===== config.mk =====
export PLATFORM = sky130hd
export DESIGN_NAME = apb_uart_core
export DESIGN_NICKNAME = d
export VERILOG_FILES = /design/src/rtl/apb_uart_core.sv
export SDC_FILE = /design/constraint.sdc
export NUM_CORES = 1
export LEC_CHECK = 0
export CORE_UTILIZATION = 45
export CTS_CLUSTER_SIZE = 10
export DETAILED_ROUTE_END_ITERATION = 12
export PLACE_DENSITY = 0.76
export SYNTH_ARGS = -nofsm -noshare
export SYNTH_HDL_FRONTEND = slang
export SYNTH_SLANG_ARGS = --single-unit

===== constraint.sdc =====
create_clock -name PCLK -period 7.2 [get_ports PCLK]
set_clock_uncertainty 0.05 [all_clocks]
set_input_delay 2.16 -clock PCLK [delete_from_list [all_inputs] [get_ports PCLK]]
set_output_delay 2.16 -clock PCLK [all_outputs]
set_load 0.1 [all_outputs]

===== src/rtl/apb_uart_core.sv =====
// APB3 slave UART: TX FIFO, RX holding register, programmable baud divisor,
// optional parity and sticky error flags with a level interrupt.
module apb_uart_core #(
    parameter int DATA_BITS   = 8,
    parameter int FIFO_DEPTH  = 8,
    parameter int DIV_W       = 16,
    parameter int DEFAULT_DIV = 16,
    parameter int ADDR_W      = 32
) (
    input  logic              PCLK,
    input  logic              PRESET,
    input  logic              PSELx,
    input  logic              PENABLE,
    input  logic              PWRITE,
    input  logic [ADDR_W-1:0] PADDR,
    input  logic [31:0]       PWDATA,
    output logic [31:0]       PRDATA,
    output logic              PREADY,
    output logic              PSLVERR,
    output logic              Tx,
    input  logic              RX,
    output logic              irq
);

    localparam int AW = $clog2(FIFO_DEPTH);
    localparam int CW = AW + 1;
    localparam int BW = 4;

    localparam logic [2:0] A_TXDATA = 3'd0;
    localparam logic [2:0] A_RXDATA = 3'd1;
    localparam logic [2:0] A_STATUS = 3'd2;
    localparam logic [2:0] A_BAUD   = 3'd3;
    localparam logic [2:0] A_CTRL   = 3'd4;

    typedef enum logic [2:0] {
        ST_IDLE   = 3'd0,
        ST_START  = 3'd1,
        ST_DATA   = 3'd2,
        ST_PARITY = 3'd3,
        ST_STOP   = 3'd4
    } uart_state_e;

    // Value of the parity bit that makes the frame even (odd=0) or odd (odd=1).
    function automatic logic parity_f(input logic [DATA_BITS-1:0] data, input logic odd);
        return (^data) ^ odd;
    endfunction

    // ---------------- APB decode ----------------
    logic       access_s, wr_s, rd_s;
    logic [2:0] addr_s;
    logic       unused_s;

    assign access_s = PSELx & PENABLE;
    assign wr_s     = access_s & PWRITE;
    assign rd_s     = access_s & ~PWRITE;
    assign addr_s   = PADDR[4:2];
    assign unused_s = ^{PADDR, PWDATA};

    // ---------------- Registers and flags ----------------
    logic [DIV_W-1:0]     baud_r, div_eff_s, rx_half_s;
    logic                 par_en_r, par_odd_r;
    logic [DATA_BITS-1:0] rx_hold_r;
    logic                 rx_valid_r, overrun_r, perr_r, ferr_r, irq_r, tx_r;

    // ---------------- TX FIFO ----------------
    logic [DATA_BITS-1:0] fifo_mem_r [FIFO_DEPTH];
    logic [AW-1:0]        wr_ptr_r, rd_ptr_r;
    logic [CW-1:0]        tx_count_r;
    logic                 tx_full_s, tx_empty_s, push_s, pop_s;
    logic [DATA_BITS-1:0] fifo_head_s;

    assign tx_full_s   = (tx_count_r == CW'(FIFO_DEPTH));
    assign tx_empty_s  = (tx_count_r == {CW{1'b0}});
    assign push_s      = wr_s & (addr_s == A_TXDATA) & ~tx_full_s;
    assign fifo_head_s = fifo_mem_r[rd_ptr_r];

    // FIFO storage, written on an accepted push.
    always_ff @(posedge PCLK) begin
        if (push_s) begin
            fifo_mem_r[wr_ptr_r] <= PWDATA[DATA_BITS-1:0];
        end
    end

    // FIFO pointers and occupancy; simultaneous push and pop cancel out.
    always_ff @(posedge PCLK) begin
        if (PRESET) begin
            wr_ptr_r   <= {AW{1'b0}};
            rd_ptr_r   <= {AW{1'b0}};
            tx_count_r <= {CW{1'b0}};
        end else begin
            if (push_s) wr_ptr_r <= wr_ptr_r + AW'(1'b1);
            if (pop_s)  rd_ptr_r <= rd_ptr_r + AW'(1'b1);
            case ({push_s, pop_s})
                2'b10:   tx_count_r <= tx_count_r + CW'(1'b1);
                2'b01:   tx_count_r <= tx_count_r - CW'(1'b1);
                default: tx_count_r <= tx_count_r;
            endcase
        end
    end

    // Effective divisor (0 behaves as 1) and mid-bit offset for RX.
    always_comb begin
        div_eff_s = baud_r;
        rx_half_s = baud_r >> 1;
        if (baud_r == {DIV_W{1'b0}}) begin
            div_eff_s = DIV_W'(1'b1);
        end else begin
            div_eff_s = baud_r;
        end
        if ((div_eff_s >> 1) == {DIV_W{1'b0}}) begin
            rx_half_s = DIV_W'(1'b1);
        end else begin
            rx_half_s = div_eff_s >> 1;
        end
    end

    // ---------------- TX FSM ----------------
    uart_state_e          tx_state_r, tx_state_s;
    logic [DIV_W-1:0]     tx_cnt_r, tx_cnt_s, tx_div_r;
    logic [BW-1:0]        tx_bit_r, tx_bit_s;
    logic [DATA_BITS-1:0] tx_shift_r, tx_shift_s;
    logic                 tx_par_r, tx_pen_r, tx_load_s, tx_tick_s, tx_line_s;

    assign tx_tick_s = (tx_cnt_r == tx_div_r - DIV_W'(1'b1));
    assign pop_s     = tx_load_s;

    // TX next state; the line level is derived from the next state so Tx is a flop.
    always_comb begin
        tx_state_s = tx_state_r;
        tx_cnt_s   = tx_cnt_r + DIV_W'(1'b1);
        tx_bit_s   = tx_bit_r;
        tx_shift_s = tx_shift_r;
        tx_load_s  = 1'b0;
        tx_line_s  = 1'b1;
        case (tx_state_r)
            ST_IDLE: begin
                tx_cnt_s = {DIV_W{1'b0}};
                if (!tx_empty_s) begin
                    tx_state_s = ST_START;
                    tx_load_s  = 1'b1;
                end else begin
                    tx_state_s = ST_IDLE;
                end
            end
            ST_START: begin
                if (tx_tick_s) begin
                    tx_state_s = ST_DATA;
                    tx_cnt_s   = {DIV_W{1'b0}};
                    tx_bit_s   = {BW{1'b0}};
                end else begin
                    tx_state_s = ST_START;
                end
            end
            ST_DATA: begin
                if (tx_tick_s) begin
                    tx_cnt_s = {DIV_W{1'b0}};
                    if (tx_bit_r == BW'(DATA_BITS - 1)) begin
                        tx_state_s = tx_pen_r ? ST_PARITY : ST_STOP;
                    end else begin
                        tx_bit_s   = tx_bit_r + BW'(1'b1);
                        tx_shift_s = tx_shift_r >> 1;
                    end
                end else begin
                    tx_state_s = ST_DATA;
                end
            end
            ST_PARITY: begin
                if (tx_tick_s) begin
                    tx_state_s = ST_STOP;
                    tx_cnt_s   = {DIV_W{1'b0}};
                end else begin
                    tx_state_s = ST_PARITY;
                end
            end
            ST_STOP: begin
                if (tx_tick_s) begin
                    tx_cnt_s = {DIV_W{1'b0}};
                    if (!tx_empty_s) begin
                        tx_state_s = ST_START;
                        tx_load_s  = 1'b1;
                    end else begin
                        tx_state_s = ST_IDLE;
                    end
                end else begin
                    tx_state_s = ST_STOP;
                end
            end
            default: begin
                tx_state_s = ST_IDLE;
                tx_cnt_s   = {DIV_W{1'b0}};
            end
        endcase
        if (tx_load_s) begin
            tx_shift_s = fifo_head_s;
            tx_cnt_s   = {DIV_W{1'b0}};
        end else begin
            tx_shift_s = tx_shift_s;
        end
        case (tx_state_s)
            ST_START:  tx_line_s = 1'b0;
            ST_DATA:   tx_line_s = tx_shift_s[0];
            ST_PARITY: tx_line_s = tx_par_r;
            default:   tx_line_s = 1'b1;
        endcase
    end

    // TX state register; divisor and parity setup are frozen for the whole frame.
    always_ff @(posedge PCLK) begin
        if (PRESET) begin
            tx_state_r <= ST_IDLE;
            tx_cnt_r   <= {DIV_W{1'b0}};
            tx_div_r   <= DIV_W'(1'b1);
            tx_bit_r   <= {BW{1'b0}};
            tx_shift_r <= {DATA_BITS{1'b0}};
            tx_par_r   <= 1'b0;
            tx_pen_r   <= 1'b0;
            tx_r       <= 1'b1;
        end else begin
            tx_state_r <= tx_state_s;
            tx_cnt_r   <= tx_cnt_s;
            tx_bit_r   <= tx_bit_s;
            tx_shift_r <= tx_shift_s;
            tx_r       <= tx_line_s;
            if (tx_load_s) begin
                tx_div_r <= div_eff_s;
                tx_pen_r <= par_en_r;
                tx_par_r <= parity_f(fifo_head_s, par_odd_r);
            end
        end
    end

    // ---------------- RX path ----------------
    logic                 rx_meta_r, rx_sync_r, rx_prev_r;
    uart_state_e          rx_state_r, rx_state_s;
    logic [DIV_W-1:0]     rx_cnt_r, rx_cnt_s, rx_div_r, rx_half_r;
    logic [BW-1:0]        rx_bit_r, rx_bit_s;
    logic [DATA_BITS-1:0] rx_shift_r, rx_shift_s;
    logic                 rx_pen_r, rx_podd_r, rx_perr_r, rx_perr_s;
    logic                 rx_start_s, rx_deliver_s, rx_ferr_s, rx_tick_s;

    assign rx_tick_s = (rx_cnt_r == rx_div_r - DIV_W'(1'b1));

    // Two-flop synchroniser plus a delayed copy for falling-edge detection.
    always_ff @(posedge PCLK) begin
        if (PRESET) begin
            rx_meta_r <= 1'b1;
            rx_sync_r <= 1'b1;
            rx_prev_r <= 1'b1;
        end else begin
            rx_meta_r <= RX;
            rx_sync_r <= rx_meta_r;
            rx_prev_r <= rx_sync_r;
        end
    end

    // RX next state: start bit checked mid-bit, later bits every divisor period.
    always_comb begin
        rx_state_s   = rx_state_r;
        rx_cnt_s     = rx_cnt_r + DIV_W'(1'b1);
        rx_bit_s     = rx_bit_r;
        rx_shift_s   = rx_shift_r;
        rx_perr_s    = rx_perr_r;
        rx_start_s   = 1'b0;
        rx_deliver_s = 1'b0;
        rx_ferr_s    = 1'b0;
        case (rx_state_r)
            ST_IDLE: begin
                rx_cnt_s = {DIV_W{1'b0}};
                if (rx_prev_r & ~rx_sync_r) begin
                    rx_state_s = ST_START;
                    rx_start_s = 1'b1;
                    rx_perr_s  = 1'b0;
                end else begin
                    rx_state_s = ST_IDLE;
                end
            end
            ST_START: begin
                if (rx_cnt_r == rx_half_r - DIV_W'(1'b1)) begin
                    rx_cnt_s   = {DIV_W{1'b0}};
                    rx_bit_s   = {BW{1'b0}};
                    rx_state_s = rx_sync_r ? ST_IDLE : ST_DATA;
                end else begin
                    rx_state_s = ST_START;
                end
            end
            ST_DATA: begin
                if (rx_tick_s) begin
                    rx_cnt_s   = {DIV_W{1'b0}};
                    rx_shift_s = {rx_sync_r, rx_shift_r[DATA_BITS-1:1]};
                    if (rx_bit_r == BW'(DATA_BITS - 1)) begin
                        rx_state_s = rx_pen_r ? ST_PARITY : ST_STOP;
                    end else begin
                        rx_bit_s = rx_bit_r + BW'(1'b1);
                    end
                end else begin
                    rx_state_s = ST_DATA;
                end
            end
            ST_PARITY: begin
                if (rx_tick_s) begin
                    rx_cnt_s   = {DIV_W{1'b0}};
                    rx_perr_s  = (rx_sync_r != parity_f(rx_shift_r, rx_podd_r));
                    rx_state_s = ST_STOP;
                end else begin
                    rx_state_s = ST_PARITY;
                end
            end
            ST_STOP: begin
                if (rx_tick_s) begin
                    rx_cnt_s     = {DIV_W{1'b0}};
                    rx_deliver_s = 1'b1;
                    rx_ferr_s    = ~rx_sync_r;
                    rx_state_s   = ST_IDLE;
                end else begin
                    rx_state_s = ST_STOP;
                end
            end
            default: begin
                rx_state_s = ST_IDLE;
                rx_cnt_s   = {DIV_W{1'b0}};
            end
        endcase
    end

    // RX state register; frame settings latched on the detected falling edge.
    always_ff @(posedge PCLK) begin
        if (PRESET) begin
            rx_state_r <= ST_IDLE;
            rx_cnt_r   <= {DIV_W{1'b0}};
            rx_div_r   <= DIV_W'(1'b1);
            rx_half_r  <= DIV_W'(1'b1);
            rx_bit_r   <= {BW{1'b0}};
            rx_shift_r <= {DATA_BITS{1'b0}};
            rx_pen_r   <= 1'b0;
            rx_podd_r  <= 1'b0;
            rx_perr_r  <= 1'b0;
        end else begin
            rx_state_r <= rx_state_s;
            rx_cnt_r   <= rx_cnt_s;
            rx_bit_r   <= rx_bit_s;
            rx_shift_r <= rx_shift_s;
            rx_perr_r  <= rx_perr_s;
            if (rx_start_s) begin
                rx_div_r  <= div_eff_s;
                rx_half_r <= rx_half_s;
                rx_pen_r  <= par_en_r;
                rx_podd_r <= par_odd_r;
            end
        end
    end

    // ---------------- Control/status registers ----------------
    logic rx_read_s, rx_load_s, set_ovr_s, clr_wr_s;

    assign rx_read_s = rd_s & (addr_s == A_RXDATA) & rx_valid_r;
    // A read in the delivery cycle frees the holder, so the new byte is taken.
    assign rx_load_s = rx_deliver_s & (~rx_valid_r | rx_read_s);
    assign set_ovr_s = rx_deliver_s & rx_valid_r & ~rx_read_s;
    assign clr_wr_s  = wr_s & (addr_s == A_STATUS);

    // Configuration registers, RX holding register and sticky flags.
    always_ff @(posedge PCLK) begin
        if (PRESET) begin
            baud_r     <= DIV_W'(DEFAULT_DIV);
            par_en_r   <= 1'b0;
            par_odd_r  <= 1'b0;
            rx_hold_r  <= {DATA_BITS{1'b0}};
            rx_valid_r <= 1'b0;
            overrun_r  <= 1'b0;
            perr_r     <= 1'b0;
            ferr_r     <= 1'b0;
            irq_r      <= 1'b0;
        end else begin
            if (wr_s && addr_s == A_BAUD) baud_r <= PWDATA[DIV_W-1:0];
            if (wr_s && addr_s == A_CTRL) begin
                par_en_r  <= PWDATA[0];
                par_odd_r <= PWDATA[1];
            end
            if (rx_load_s) begin
                rx_hold_r  <= rx_shift_r;
                rx_valid_r <= 1'b1;
            end else if (rx_read_s) begin
                rx_valid_r <= 1'b0;
            end
            overrun_r <= (overrun_r & ~(clr_wr_s & PWDATA[4])) | set_ovr_s;
            perr_r    <= (perr_r & ~(clr_wr_s & PWDATA[5])) | (rx_deliver_s & rx_perr_r);
            ferr_r    <= (ferr_r & ~(clr_wr_s & PWDATA[6])) | rx_ferr_s;
            irq_r     <= rx_valid_r | overrun_r | perr_r | ferr_r;
        end
    end

    // APB read mux and error response, both qualified by the access phase.
    always_comb begin
        PRDATA  = 32'h0;
        PSLVERR = 1'b0;
        if (access_s) begin
            case (addr_s)
                A_TXDATA: PSLVERR = PWRITE & tx_full_s;
                A_RXDATA: begin
                    if (!PWRITE) begin
                        PSLVERR = ~rx_valid_r;
                        PRDATA  = rx_valid_r ? 32'(rx_hold_r) : 32'h0;
                    end else begin
                        PSLVERR = 1'b0;
                    end
                end
                A_STATUS: begin
                    if (!PWRITE) begin
                        PRDATA = {25'h0, ferr_r, perr_r, overrun_r, rx_valid_r,
                                  (tx_state_r != ST_IDLE), tx_empty_s, tx_full_s};
                    end else begin
                        PRDATA = 32'h0;
                    end
                end
                A_BAUD:   PRDATA = PWRITE ? 32'h0 : 32'(baud_r);
                A_CTRL:   PRDATA = PWRITE ? 32'h0 : {30'h0, par_odd_r, par_en_r};
                default:  PSLVERR = 1'b1;
            endcase
        end else begin
            PRDATA = 32'h0;
        end
    end

    assign PREADY = access_s;
    assign Tx     = tx_r;
    assign irq    = irq_r;

endmodule

==> metrics, run 1 <==
outcome finished clean; R2R Path End tx_count_r[2]$_SDFFE_PP0P_; number of global-route vias before repair between 8k and 9k; DIE WIDTH 161.7 um; critical path's largest stage delay 0.58 ns; number of flops mapped to enable cells by yosys 64; Root Driver clkbuf_16; CTS clk-pin slew, worst paths ~0.05 ns; detailed-route DRC error count 0; gr usage total 19.60%; global-route wire length before repair 41.70 mm; maximum vdd drop roughly 0.22 mV; post-synthesis sequential area ratio 44.98%; hold depth 1; DRT Pass-1 Iters 5; Num CTS Buffers 27; final setup violation count 0; cell area after technology mapping approximately 11000 um^2; CTS tree built; post-synth cell types slightly above 80; commonest non-fill, non-tap cells in the layout dfxtp_1, nor2_1, nand2_1; Buffers & Inverters on Critical Path 3; CTS sink count between 200 and 250; Worst EP arrival 4.31 ns; Antenna Violating Nets Remaining 0; Die ar. between 20000 and 30000 um^2; synthesized flop and latch total 226; Vias ~8.8k; worst reg-to-reg path cell count 16; Post-CTS Setup Inserts 0; MaxCap Viol Count 0; Leakage 4.691 nW; Achievable Freq 0.1534 GHz; CP Max Fanout 21; wire length per cell 16.13 um; worst hold path endpoint rx_sync_r$_SDFF_PP1_; # resized after CTS 0; layout cell share with drive strength beyond 1 8.960%; R2R setup slack between 2 and 3 ns; antenna violations before repair 0; Critical Path Start Type primary input; DRT Wirelength about 25 mm; Starting Density approximately 46%; Synth Area per Inst 9.359 um^2; setup TNS 0 ns; Synth Flop Type dfxtp_1; gr ovfl total 0; Power Density about 260 nW/um^2; largest net degree at the start of global routing 77; Synth Instances 1227; Post-Place Worst Slack about 0.71 ns; CP Depth 7; diode count 0; hold_sp rx_meta_r$_SDFF_PP1_; worst-path cell chain clkdlybuf4s50_1 > buf_4 > and3b_1 > nor3b_1 > a22oi_1 > nor2_1 > buf_12; Worst setup EP type output pin; Core Rows between 50 and 60; fin crit share 90.52%; Area Overhead vs Synth 13.08%; Vias/cell approximately 5.6; final core utilization 51.71%; crit-path leading delay family simple AND/OR/NAND/NOR gates; Synth area leaders dfxtp_1, edfxtp_1, nor2_1; number of port buffers 44; clk_lat worst skew 0.53 ns; Synth top area share 28.24%; Die Height roughly 160 um; core area 25110 um^2; fin crit period 6.518 ns; slew margin rel. 15.51%; clock buffer depth 3; Slew Limit Fails 0; CTS Hold Bufs 0; class of the worst hold path register to register; r2r startpoint tx_div_r[0]$_SDFFE_PP1P_; fraction of registers with async set/reset 0%; leading area contributor after synthesis dfxtp_1; DP HPWL 18.06 mm; Detailed Route Iter0 Violations 592; htree depth 1; RD Place Congestion 0.9081; crit path max-delay cell type nor3b_1; RSZ-0062 raised after global routing false; Synth warnings 0; Nets 1316; IO Count 106; Worst EP required 4.99 ns; Worst Tran Pin Value 1.265 ns; Final Hold Fails 0; final setup margin approximately 0.7 ns; final hold slack 0.3756 ns; Crit Path Category primary input to output pin
==> per-stage QoR <==
step                      instances  power, mW  cell area (um^2)
after floorplan                1242      2.061             11550
final                          1580      3.360             12990
after detailed placement       1536      2.194             12220
after global routing           1580      3.520             12990
after global placement         1536      2.174             12220
after CTS                      1580      3.387             12990
==> Yosys cell counts, drive strengths merged, types with 21 or more instances <==
| cell type | n |
|---|---|
| and3 | 26 |
| dfxtp | 162 |
| o21ai | 21 |
| clkbuf | 61 |
| inv | 28 |
| edfxtp | 64 |
| xor2 | 49 |
| mux2i | 56 |
| a21oi | 77 |
| nor3 | 23 |
| nand2 | 112 |
| nand3 | 39 |
| nor2 | 162 |
| buf | 29 |
| xnor2 | 57 |
==> layout make-up <==
class | instances | area (um^2)
Clock inverter | 3 | 18.77
Inverter | 28 | 105.1
Timing Repair Buffer | 54 | 668.1
Multi-Input combinational cell | 898 | 5867
Clock buffer | 41 | 748.2
Tap cell | 330 | 412.9
Sequential cell | 226 | 5165
Fill cell | 2268 | 12120
==> registers in the layout (all words and copies together) (netlist names), 3 cells and up, named ones only <==
name        count
baud_r         16
fifo_mem_r     64
rd_ptr_r        3
rx_bit_r        4
rx_cnt_r       16
rx_div_r       16
rx_half_r      15
rx_hold_r       8
rx_shift_r      8
rx_state_r      3
tx_bit_r        4
tx_cnt_r       16
tx_count_r      4
tx_div_r       16
tx_shift_r      8
tx_state_r      3
wr_ptr_r        3
==> per-layer routing <==
layer  routed length (um)  share of wire [%]  GRT usage [%]
met5                    0                  0              0
met4                  484                1.9          5.746
met3                 1502                5.9          2.911
met2                11620                 46          31.21
met1                11880                 47          27.53
==> cells by family (layout without fill, tap and decap cells) <==
| logic type | Yosys count | count (layout) | share of synthesized area [%] |
|---|---|---|---|
| other | 1 | 16 | 0.03266 |
| XOR/XNOR | 106 | 106 | 8.085 |
| multiplexers | 81 | 81 | 8.902 |
| flip-flops | 226 | 226 | 44.98 |
| adder cells (fa/ha/maj) | 12 | 12 | 1.286 |
| buffers and inverters | 118 | 126 | 4.511 |
| AO/OA/AOI/OAI | 181 | 181 | 10.19 |
| AND/OR/NAND/NOR | 502 | 502 | 22.02 |
==> worst max path at each step <==
stage,from,slack [ns],endpoint
floorplan,PSELx,-0.13,PRDATA[2]
global placement,PADDR[2],0.78,PRDATA[3]
detailed placement,PADDR[2],0.71,PRDATA[6]
CTS,PADDR[2],0.70,PRDATA[6]
global route,PADDR[4],0.53,PRDATA[6]
finish,PADDR[2],0.68,PRDATA[6]
==> power by group <==
part	leakage [nW]	total (mW)	internal [mW]	switching (mW)
sequential	1.88	1.42	1.36	0.0694
combinational	2.43	0.748	0.328	0.420
clock	0.374	1.19	0.706	0.482
No activity file was read; power rests on OpenSTA's default activity.
==> run 2, diff against run 1 <==
--- a/config.mk
+++ b/config.mk
@@ -9,6 +9,7 @@
 export CTS_CLUSTER_SIZE = 10
 export DETAILED_ROUTE_END_ITERATION = 12
 export PLACE_DENSITY = 0.76
+export SKIP_LAST_GASP = 1
 export SYNTH_ARGS = -nofsm -noshare
 export SYNTH_HDL_FRONTEND = slang
 export SYNTH_SLANG_ARGS = --single-unit
==> results of run 2 <==
Final layout, timing and power as in run 1 (identical DEF).
==> run 3, diff against run 2 <==
--- a/config.mk
+++ b/config.mk
@@ -8,8 +8,10 @@
 export CORE_UTILIZATION = 45
 export CTS_CLUSTER_SIZE = 10
 export DETAILED_ROUTE_END_ITERATION = 12
-export PLACE_DENSITY = 0.76
+export DONT_BUFFER_PORTS = 1
+export PLACE_DENSITY = 0.71
 export SKIP_LAST_GASP = 1
+export SLEW_MARGIN = 20
 export SYNTH_ARGS = -nofsm -noshare
 export SYNTH_HDL_FRONTEND = slang
 export SYNTH_SLANG_ARGS = --single-unit
==> run 3 against run 2 <==
Global-route usage shrank 0.27 points. Core utilization decreased by 1.7 points. Flip-flop and latch count is the same. Critical path type unchanged. Sequential power barely moved. Setup slack better by 0.43 ns. Combinational power decreased by 6.8%. Critical path depth down 3. Cell area down 3.4%. Highest routed layer unchanged. Power shrank 0.83%.
==> metrics, run 3 (synthesized netlist as in run 1, its figures left out) <==
core area 25110 um^2; gr usage total 19.33%; CTS clk-pin slew, worst paths 0.05 ns; final setup margin 1.117 ns; Crit Path Category primary input to output pin; final instance area 12550 um^2; number of global-route vias before repair about 8.1k; fin crit share roughly 84%; diode count 0; CTS sink count 226; CTS Hold Bufs 0; Post-CTS Setup Inserts 0; Critical Path Start Type primary input; Area Overhead vs Synth 9.272%; sequential power share between 40 and 50%; DIE WIDTH approximately 160 um; Root Driver clkbuf_16; Die Height ~160 um; final hold slack 0.3661 ns; fin crit period slightly above 6 ns; Gate power share 20.9%; Pint roughly 2.4 mW; NetSw 0.9577 mW; Power Density 265.5 nW/um^2; r2r startpoint tx_div_r[0]$_SDFFE_PP1P_; power consumption 3.332 mW; Worst setup EP type output pin; layout cell share with drive strength beyond 1 9.664%; Detailed Route Iter0 Violations between 600 and 700; Achievable Freq about 0.16 GHz; max reg flops 64; # resized after CTS 0; Post-DP Area roughly 12000 um^2; final setup violation count 0; wire length per cell 16.27 um; largest net degree at the start of global routing between 100 and 150; DRT Pass-1 Iters 5; Num CTS Buffers 27; CTS tree built; most common cell after layout, fill and taps aside dfxtp_1; sw frac around 29%; number of port buffers 0; final core utilization roughly half; setup TNS 0 ns; IO Count 106; Worst EP arrival 3.87 ns; CP Max Fanout 8; Worst Tran Pin Value 1.140 ns; maximum vdd drop 0.2765 mV; Crit. Startpoint PWRITE; DRT Wirelength 25.23 mm; Worst EP required 4.99 ns; Vias ~8.6k; Antenna Violating Nets Remaining 0; detailed-route DRC error count 0; Final Hold Fails 0; RSZ-0062 raised after global routing false; Nets 1287; Post-Place Worst Slack 1.181 ns; antenna violations before repair 0; Leakage 4.548 nW; Core Rows 58; slew margin rel. 23.85%; Slew Limit Fails 0; Biggest register fifo_mem_r; class of the worst hold path register to register; outcome finished clean; clock buffer depth 3; htree depth 1; hold depth 1; Die ar. between 20000 and 30000 um^2; gr ovfl total 0; RD Place Congestion about 0.96; Post-Layout Cell Count between 1.5k and 2k; DP HPWL 17.66 mm; worst reg-to-reg path cell count 16; clock share of power roughly 36%; Starting Density 45.73%; MaxCap Viol Count 0; hold_sp rx_meta_r$_SDFF_PP1_; global-route wire length before repair 41.41 mm; clk_lat worst skew 0.53 ns; placed cells 1507; Vias/cell 5.562; commonest non-fill, non-tap cells in the layout dfxtp_1, nor2_1, nand2_1
-- run 3: cell count changes in the layout (fill, tap and decap cells not counted), sizes merged --
cell,previous run,this run
buf,29,25
clkdlybuf4s50,25,0
-- run 3: worst paths after layout --
path                                      to  slack (ns)
hold reg to reg         rx_sync_r$_SDFF_PP1_        0.37
hold / removal          rx_sync_r$_SDFF_PP1_        0.37
setup reg to reg  tx_count_r[2]$_SDFFE_PP0P_        2.94
setup / recovery                  PRDATA[15]        1.12
-- run 3: power by group through the flow --
| stage | Sequential, mW | Combinational (mW) | Clock, mW |
|---|---|---|---|
| 2_1_floorplan | 1.42 | 0.639 | 0 |
| 3_3_place_gp | 1.46 | 0.680 | 0 |
| 3_5_place_dp | 1.46 | 0.694 | 0 |
| 4_1_cts | 1.44 | 0.696 | 1.23 |
| 5_1_grt | 1.45 | 0.769 | 1.28 |
| 6_report | 1.44 | 0.697 | 1.20 |
-- run 3: layout make-up --
class                   count  area (um^2)
clock buffers              41        748.2
inverters                  28        105.1
well taps                 330        412.9
fillers                  2304        12560
clock inverters             3        18.77
repair buffers             25        187.7
multi-input cells         898         5909
flip-flops and latches    226         5166
-- run 3: worst max-delay path: stages --
cell and delay [ns]:
nor3b_1 0.63, and3_1 0.50, and2_1 0.26, buf_4 0.31
-- run 3: layer usage --
| metal | part of all wire, % | up-vias | track usage, % |
|---|---|---|---|
| met5 | 0 | - | 0 |
| met4 | 1.8 | 0 | 4.760 |
| met3 | 5.9 | 34 | 3.703 |
| met2 | 44 | 214 | 30.68 |
| met1 | 48 | 4101 | 27.06 |
| li1 | - | 4278 | - |
